File: src/rtl/pwm_multi_generator.sv
// ---------------------------------------------------------------------------
// pwm_multi_generator
//
// Multi-channel PWM generator driven from one shared period counter. Each
// channel owns a RISE/FALL pair. New pairs are written into shadow registers
// and copied to the active registers only on the last tick of a period,
// so a duty or phase change always starts cleanly at TIME_CNT = 0.
//
// Ports
//   CLK       system clock
//   RST_N     asynchronous active-low reset
//   TIME_CNT  shared period counter, 0..CYCLE-1
//   WR_EN     shadow write strobe
//   WR_ADDR   channel index for the write (out-of-range index is ignored)
//   WR_RISE   rise value to write
//   WR_FALL   fall value to write
//   COMMIT    one-cycle pulse arming a shadow-to-active transfer
//   OUT_EN    global output enable
//   PENDING   transfer armed but not yet applied
//   PWM_OUT   registered per-channel PWM outputs
// ---------------------------------------------------------------------------
module pwm_multi_generator #(
    parameter int WIDTH  = 13,
    parameter int CYCLE  = 4096,
    parameter int NUM_CH = 4,
    parameter int ADDR_W = 2
) (
    input  logic              CLK,
    input  logic              RST_N,
    input  logic [WIDTH-1:0]  TIME_CNT,
    input  logic              WR_EN,
    input  logic [ADDR_W-1:0] WR_ADDR,
    input  logic [WIDTH-1:0]  WR_RISE,
    input  logic [WIDTH-1:0]  WR_FALL,
    input  logic              COMMIT,
    input  logic              OUT_EN,
    output logic              PENDING,
    output logic [NUM_CH-1:0] PWM_OUT
);

    localparam logic [WIDTH-1:0] LAST_TICK = WIDTH'(CYCLE - 1);

    logic [WIDTH-1:0]  shadow_rise_q [NUM_CH];
    logic [WIDTH-1:0]  shadow_rise_d [NUM_CH];
    logic [WIDTH-1:0]  shadow_fall_q [NUM_CH];
    logic [WIDTH-1:0]  shadow_fall_d [NUM_CH];
    logic [WIDTH-1:0]  active_rise_q [NUM_CH];
    logic [WIDTH-1:0]  active_rise_d [NUM_CH];
    logic [WIDTH-1:0]  active_fall_q [NUM_CH];
    logic [WIDTH-1:0]  active_fall_d [NUM_CH];
    logic              pending_q;
    logic              pending_d;
    logic [NUM_CH-1:0] pwm_q;
    logic [NUM_CH-1:0] pwm_d;

    logic              boundary;
    logic              transfer;

    // Window test. When fall < rise the high window wraps through t = 0.
    // rise == fall is an empty window, and rise = CYCLE / fall = 0 also
    // never matches because t never reaches CYCLE.
    function automatic logic pwm_on(input logic [WIDTH-1:0] r,
                                    input logic [WIDTH-1:0] f,
                                    input logic [WIDTH-1:0] t);
        logic on;
        if (r <= f) begin
            on = (t >= r) && (t < f);
        end else begin
            on = (t >= r) || (t < f);
        end
        return on;
    endfunction

    assign boundary = (TIME_CNT == LAST_TICK);
    assign transfer = boundary && pending_q;

    always_comb begin
        shadow_rise_d = shadow_rise_q;
        shadow_fall_d = shadow_fall_q;
        active_rise_d = active_rise_q;
        active_fall_d = active_fall_q;
        pending_d     = pending_q;
        pwm_d         = '0;

        // The transfer reads the shadow contents held before this edge, so a
        // write landing on the boundary cycle waits for the next commit.
        if (transfer) begin
            active_rise_d = shadow_rise_q;
            active_fall_d = shadow_fall_q;
        end

        for (int ch = 0; ch < NUM_CH; ch++) begin
            if (WR_EN && (WR_ADDR == ADDR_W'(ch))) begin
                shadow_rise_d[ch] = WR_RISE;
                shadow_fall_d[ch] = WR_FALL;
            end
        end

        // A commit on the boundary cycle re-arms the following boundary even
        // though the current transfer consumes the previous arming.
        if (COMMIT) begin
            pending_d = 1'b1;
        end else if (transfer) begin
            pending_d = 1'b0;
        end

        // Outputs use the active values from before the edge; swapped values
        // first appear for t = 0 on the following edge.
        for (int ch = 0; ch < NUM_CH; ch++) begin
            pwm_d[ch] = OUT_EN && pwm_on(active_rise_q[ch], active_fall_q[ch], TIME_CNT);
        end
    end

    always_ff @(posedge CLK or negedge RST_N) begin
        if (!RST_N) begin
            for (int ch = 0; ch < NUM_CH; ch++) begin
                shadow_rise_q[ch] <= '0;
                shadow_fall_q[ch] <= '0;
                active_rise_q[ch] <= '0;
                active_fall_q[ch] <= '0;
            end
            pending_q <= 1'b0;
            pwm_q     <= '0;
        end else begin
            shadow_rise_q <= shadow_rise_d;
            shadow_fall_q <= shadow_fall_d;
            active_rise_q <= active_rise_d;
            active_fall_q <= active_fall_d;
            pending_q     <= pending_d;
            pwm_q         <= pwm_d;
        end
    end

    assign PENDING = pending_q;
    assign PWM_OUT = pwm_q;

endmodule

File: config.mk
export PLATFORM = sky130hd
export DESIGN_NAME = pwm_multi_generator
export DESIGN_NICKNAME = d
export VERILOG_FILES = /design/src/rtl/pwm_multi_generator.sv
export SDC_FILE = /design/constraint.sdc
export NUM_CORES = 1
export LEC_CHECK = 0
export CAP_MARGIN = 40
export CORE_UTILIZATION = 45
export DETAILED_ROUTE_END_ITERATION = 16
export HOLD_SLACK_MARGIN = 0.08
export PLACE_DENSITY = 0.62
export SLEW_MARGIN = 20
export SYNTH_ARGS = -nofsm -noshare
export SYNTH_HDL_FRONTEND = slang
export SYNTH_SLANG_ARGS = --single-unit
File: constraint.sdc
create_clock -name CLK -period 2.5 [get_ports CLK]
set_input_delay 0.375 -clock CLK [delete_from_list [all_inputs] [get_ports CLK]]
set_output_delay 0.375 -clock CLK [all_outputs]
set_load 0.005 [all_outputs]
# Word-level counts from Yosys, hierarchy flattened

Cells that the tools add are included.

Bits in registers: 213
Bits in latches: 0
Bits in writable memories: 0
Memory bits (read-only): 0
Input port bits: 46
Output and inout port bits: 5
Memories kept: 0

$add $sub $neg: 0
$mul: 0
Divide/modulo/power cells: 0
Magnitude comparators: 12
Eq/ne operators: 4
Shift operators: 0
Mux-type cells: 6
Bitwise gates (word level): 0
Reductions and logical operators: 19

Operators by type and width:

| kind                   | number |
|---|---|
| $ge A13 B13 Y1         | 4 |
| $le A13 B13 Y1         | 4 |
| $lt A13 B13 Y1         | 4 |
| $eq A13 B12 Y1 const B | 1 |
| $logic_and A1 B1 Y1    | 13 |
| $mux W1                | 6 |
| $eq A2 B2 Y1 const B   | 2 |
| $logic_or A1 B1 Y1     | 4 |
| $eq A2 B1 Y1 const B   | 1 |
| $logic_not A2 Y1       | 1 |
| $reduce_bool A2 Y1     | 1 |

# Longest topological paths before layout

Word-level depth: 4
Depth in mapped cells: 8
Mapped depth without buffers: 8

# Least setup slack after synthesis

Ideal clock, no wire load.

Kind: input -> register
Start point: input port TIME_CNT[0]
End point: register pwm_q[3] (netlist: PWM_OUT[3])
Arrival time: 1.694 ns
Required time: 2.373 ns
Path slack: 0.679 ns
Stages: 8
Buffers on the path: 0
Path through: inv_1 -> ha_1 -> nand2b_1 -> a21o_1 -> a2111oi_0 -> o21ai_0 -> a21oi_1 -> o21ai_0

Cells in the longest elaborated chain, start to end: 4
Elaborated cells between the ends (all ways): 6
Those cells by class: order compare (2); mux (1); reduce/logical (3)

Ends and longest elaborated chain:

| item                                                      | line   | RTL |
|---|---|---|
| start, declared                                           | 30     | `input logic [WIDTH-1:0] TIME_CNT,` |
| $ge A13 B13 Y1 or $lt A13 B13 Y1 (tied branches)          | 67, 69 |  |
| $logic_or A1 B1 Y1 or $logic_and A1 B1 Y1 (tied branches) | 69, 67 |  |
| $mux W1 *                                                 | 66     | `if (r <= f) begin` |
| $logic_and A1 B1 Y1 *                                     | 110    | `pwm_d[ch] = OUT_EN && pwm_on(active_rise_q[ch], active_fall_q[ch], TIME_CNT);` |
| via pwm_d[3]                                              | 54     | `logic [NUM_CH-1:0] pwm_d;` |
| end signal, assigned                                      | 130    | `pwm_q <= pwm_d;` |
| end, declared                                             | 53     | `logic [NUM_CH-1:0] pwm_q;` |

The timed path passes the listed nets; every way through them passes the cells marked *.
A chain may end at the register's enable or synchronous reset.

# Worst setup path after layout

Start point: register active_fall_q[10] in the netlist's numbering
End point: register pwm_q[3] (netlist: PWM_OUT[3])

Cells in the longest elaborated chain, start to end: 4
Elaborated cells between the ends (all ways): 6
Those cells by class: order compare (2); mux (1); reduce/logical (3)

Ends and longest elaborated chain:

| item                                                      | line   | RTL |
|---|---|---|
| start, declared                                           | 49     | `logic [WIDTH-1:0] active_fall_q [NUM_CH];` |
| start signal, assigned                                    | 128    | `active_fall_q <= active_fall_d;` |
| $lt A13 B13 Y1                                            | 67, 69 |  |
| $logic_or A1 B1 Y1 or $logic_and A1 B1 Y1 (tied branches) | 69, 67 |  |
| $mux W1 *                                                 | 66     |  |
| $logic_and A1 B1 Y1 *                                     | 110    |  |
| via pwm_d[3]                                              | 54     |  |

Marked as above.

==> results.ini <==
[status]
outcome = complete, no violations

[power_and_ir_drop]
pwr-share-seq = 0.461
p_int_uw = 6594
peakVddDrop_v = 0.0005314
power.total_uw = 8564
p_sw_uw = 1970
power.leakage_uw = 0.006570
p_sw_frac = 0.2300
p_clk_frac = 0.432
pwr-share-comb = 0.107
power_density_nw_per_um2 = 620.3

[cells_and_area]
regArea_sq_um = 5330
drive_above_1_share = 0.2749
fill_cells = 2213
multi_input_area_sq_um = 5873
finalCoreUtilization = 0.5435
syn_to_final_growth_pct = 17.60
fin_nets = 1240
num_antenna_cells = 0

[global_route]
antenna_found_initial = 0
grt_pass1_wl_um = 43790
first_global_vias = 7656
grt_start_max_net_pins = 81
globalRouteOverflowTotal = 0
gr-usage-all-layers = 0.2156

[die]
die_area_sq_um = 26740
start_util = 0.4622
die_w_um = 163.5
core_area_sq_um = 25400
die_y_um = 163.5
num_io_pins = 51
fp-row-count = 58

[sta]
drv_slew = 0
relSlewSlack = 0.5379
worstMarginPinSlew_ns = 0.6914
setup_viol = 0
max_freq_ghz = 0.4278
timing.final.crit_period_ns = 2.337
layout_setup_ws_ns = 0.1626
skew_ns = 0.007399
hold_viol = 0
period_share = 0.9349
rsz0062_at_grt = no

[placement]
io_buffers = 50
gp_congestion = 0.8544
hpwl_um = 20430
preCtsSetupSlack_ns = -0.1039

[worst_setup_path]
cpLargestDelayFamily = compound AO/OA/AOI/OAI gates
worstSetupPathType = reg -> reg
critPathMaxStageDelay_ns = 0.66
cp.required_ns = 2.89
arrival_ns = 2.73
critPathMaxFanout = 2
crit_slowest_cell = a2111oi_1
cpMostUsedCell = a21oi_1
crit_buf_inv = 1
cp-start-kind = register
critical_path.cell_chain = inv_1 -> ha_1 -> a211oi_1 -> nor2_1 -> a2111oi_1 -> a21oi_1 -> a21oi_1 -> o21ai_0
end_kind = register

[synthesis]
synth_ff_type = dfrtp_1
syn_avg_cell_area_sq_um = 12.45
synth.top_cells.by_count = 213 x dfrtp_1, 152 x ha_1, 148 x mux2_2
synth.largest_area_cell = dfrtp_1
syn_area_sq_um = 11740
synth_fp_nets = 1141
yosysMostFrequentCell = dfrtp_1
synthCells = 943
yosysUniqueCellTypes = 43
synthTopCellsByArea = dfrtp_1 45%, ha_1 16%, mux2_2 14%
netlist.area_leader.share = 0.4540
ys_seq_elements = 213
synth_edf_count = 0
async_flop_share = 1.000
ys_seq_area_frac = 0.4540
ys.warnings.count = 0

[clocking]
clk_pin_slew_worst_paths_ns = 0.06
clkLatencyLatePin_ns = 0.52
cts_buffer_depth = 3
cts_tree = yes
cts_made_buffers = 24
postCtsSetupBuffers = 0
clock-sinks = 213
htree_levels = 1
cts_root_buffer = clkbuf_16

[drt]
drt-total-wl_um = 27100
wire_per_inst_um = 19.57
initialDrtViolationCount = 322
first_pass_iters = 5
ant_nets = 0
vias = 7298
via_per_inst = 5.269
route.detailed.drc = 0

[min_path]
hold_path_class = in -> async

[run]
maxCapViolCount = 0

## sequential cells by signal, summed over array words and instances (netlist names)
name / flops
shadow_fall_q: 52
active_fall_q: 52
PWM_OUT: 4
shadow_rise_q: 52
PENDING: 1
active_rise_q: 52
## layout make-up
type                    instances  share of cell area
inverters                     112             0.03045
well taps                     330             0.02991
flip-flops and latches        213              0.3861
clock buffers                  31             0.04912
repair buffers                 92             0.06870
multi-input cells             599              0.4254
clock inverters                 8             0.01033
## power groups by stage
stage	Clock, uW	Sequential [uW]	Combinational (uW)
5_1_grt	3920	3990	1020
2_1_floorplan	0	3950	534
6_report	3700	3950	916
3_3_place_gp	0	4000	892
3_5_place_dp	0	4010	921
4_1_cts	3800	3950	928
## cell usage in the layout, fill, tap and decap left out, drive strengths merged, types with 4 or more instances in the layout
cell           Yosys  routed
dfrtp            213     213
nand2b             5       5
nor3               5       5
a21oi             53      53
buf               13      42
ha               152     152
mux2             208     208
clkbuf             6      31
nor2b              8       8
nor2              13      13
nand4             22      22
nor4               4       4
clkdlybuf4s50      0      49
inv              112     112
nand3             11      11
o21ai             23      23
a31oi              6       6
bufinv             0       4
nand3b             4       4
a21o              21      21
nand2             28      28
## layer usage
layer  up-vias  global-route usage  share of wire
li1       3576                   -              -
met1      3586              0.2915           0.47
met2       107              0.3681           0.48
met3        29             0.02743          0.034
met4         0             0.04672          0.019
met5         -                   0              0
## logic make-up after synthesis
logic type,Yosys count,synth area share
compound gates,131,0.06874
fa+ha+maj,152,0.1620
buf+inv,131,0.04700
flops,213,0.4540
mux,208,0.2187
simple gates,108,0.04956
## worst paths after layout
check / to / slack (ns) / start / cells after the start
max in group asynchronous: shadow_rise_q[42]$_DFFE_PN0P_ / 1.25 / RST_N / 3
hold / removal: shadow_fall_q[22]$_DFFE_PN0P_ / 0.43 / RST_N / 2
setup / recovery: PWM_OUT[3]$_DFF_PN0_ / 0.16 / active_fall_q[10]$_DFFE_PN0P_ / 8
hold reg to reg: active_rise_q[17]$_DFFE_PN0P_ / 0.49 / shadow_rise_q[17]$_DFFE_PN0P_ / 1
min in group CLK: PENDING$_DFFE_PN0P_ / 0.48 / COMMIT / 2
setup reg to reg: PWM_OUT[3]$_DFF_PN0_ / 0.16 / active_fall_q[10]$_DFFE_PN0P_ / 8
## through the flow
step	hold WS [ns]	instance area, sq um	std cells	setup TNS [ns]
CTS	0.4446	13800	1385	0
floorplan	0.07941	11740	943	0
finish	0.4256	13810	1385	0
global placement	0.4086	12970	1345	-2.982
global route	0.4547	13810	1385	0
detailed placement	0.4062	12970	1345	-4.459
## what timing repair did
action,CTS,global route
endpoints found under the setup margin,0,1
hold buffers,1,0
gates resized for setup,0,1
endpoints found under the hold margin,74,0
Power figures use the tool's default switching activity.
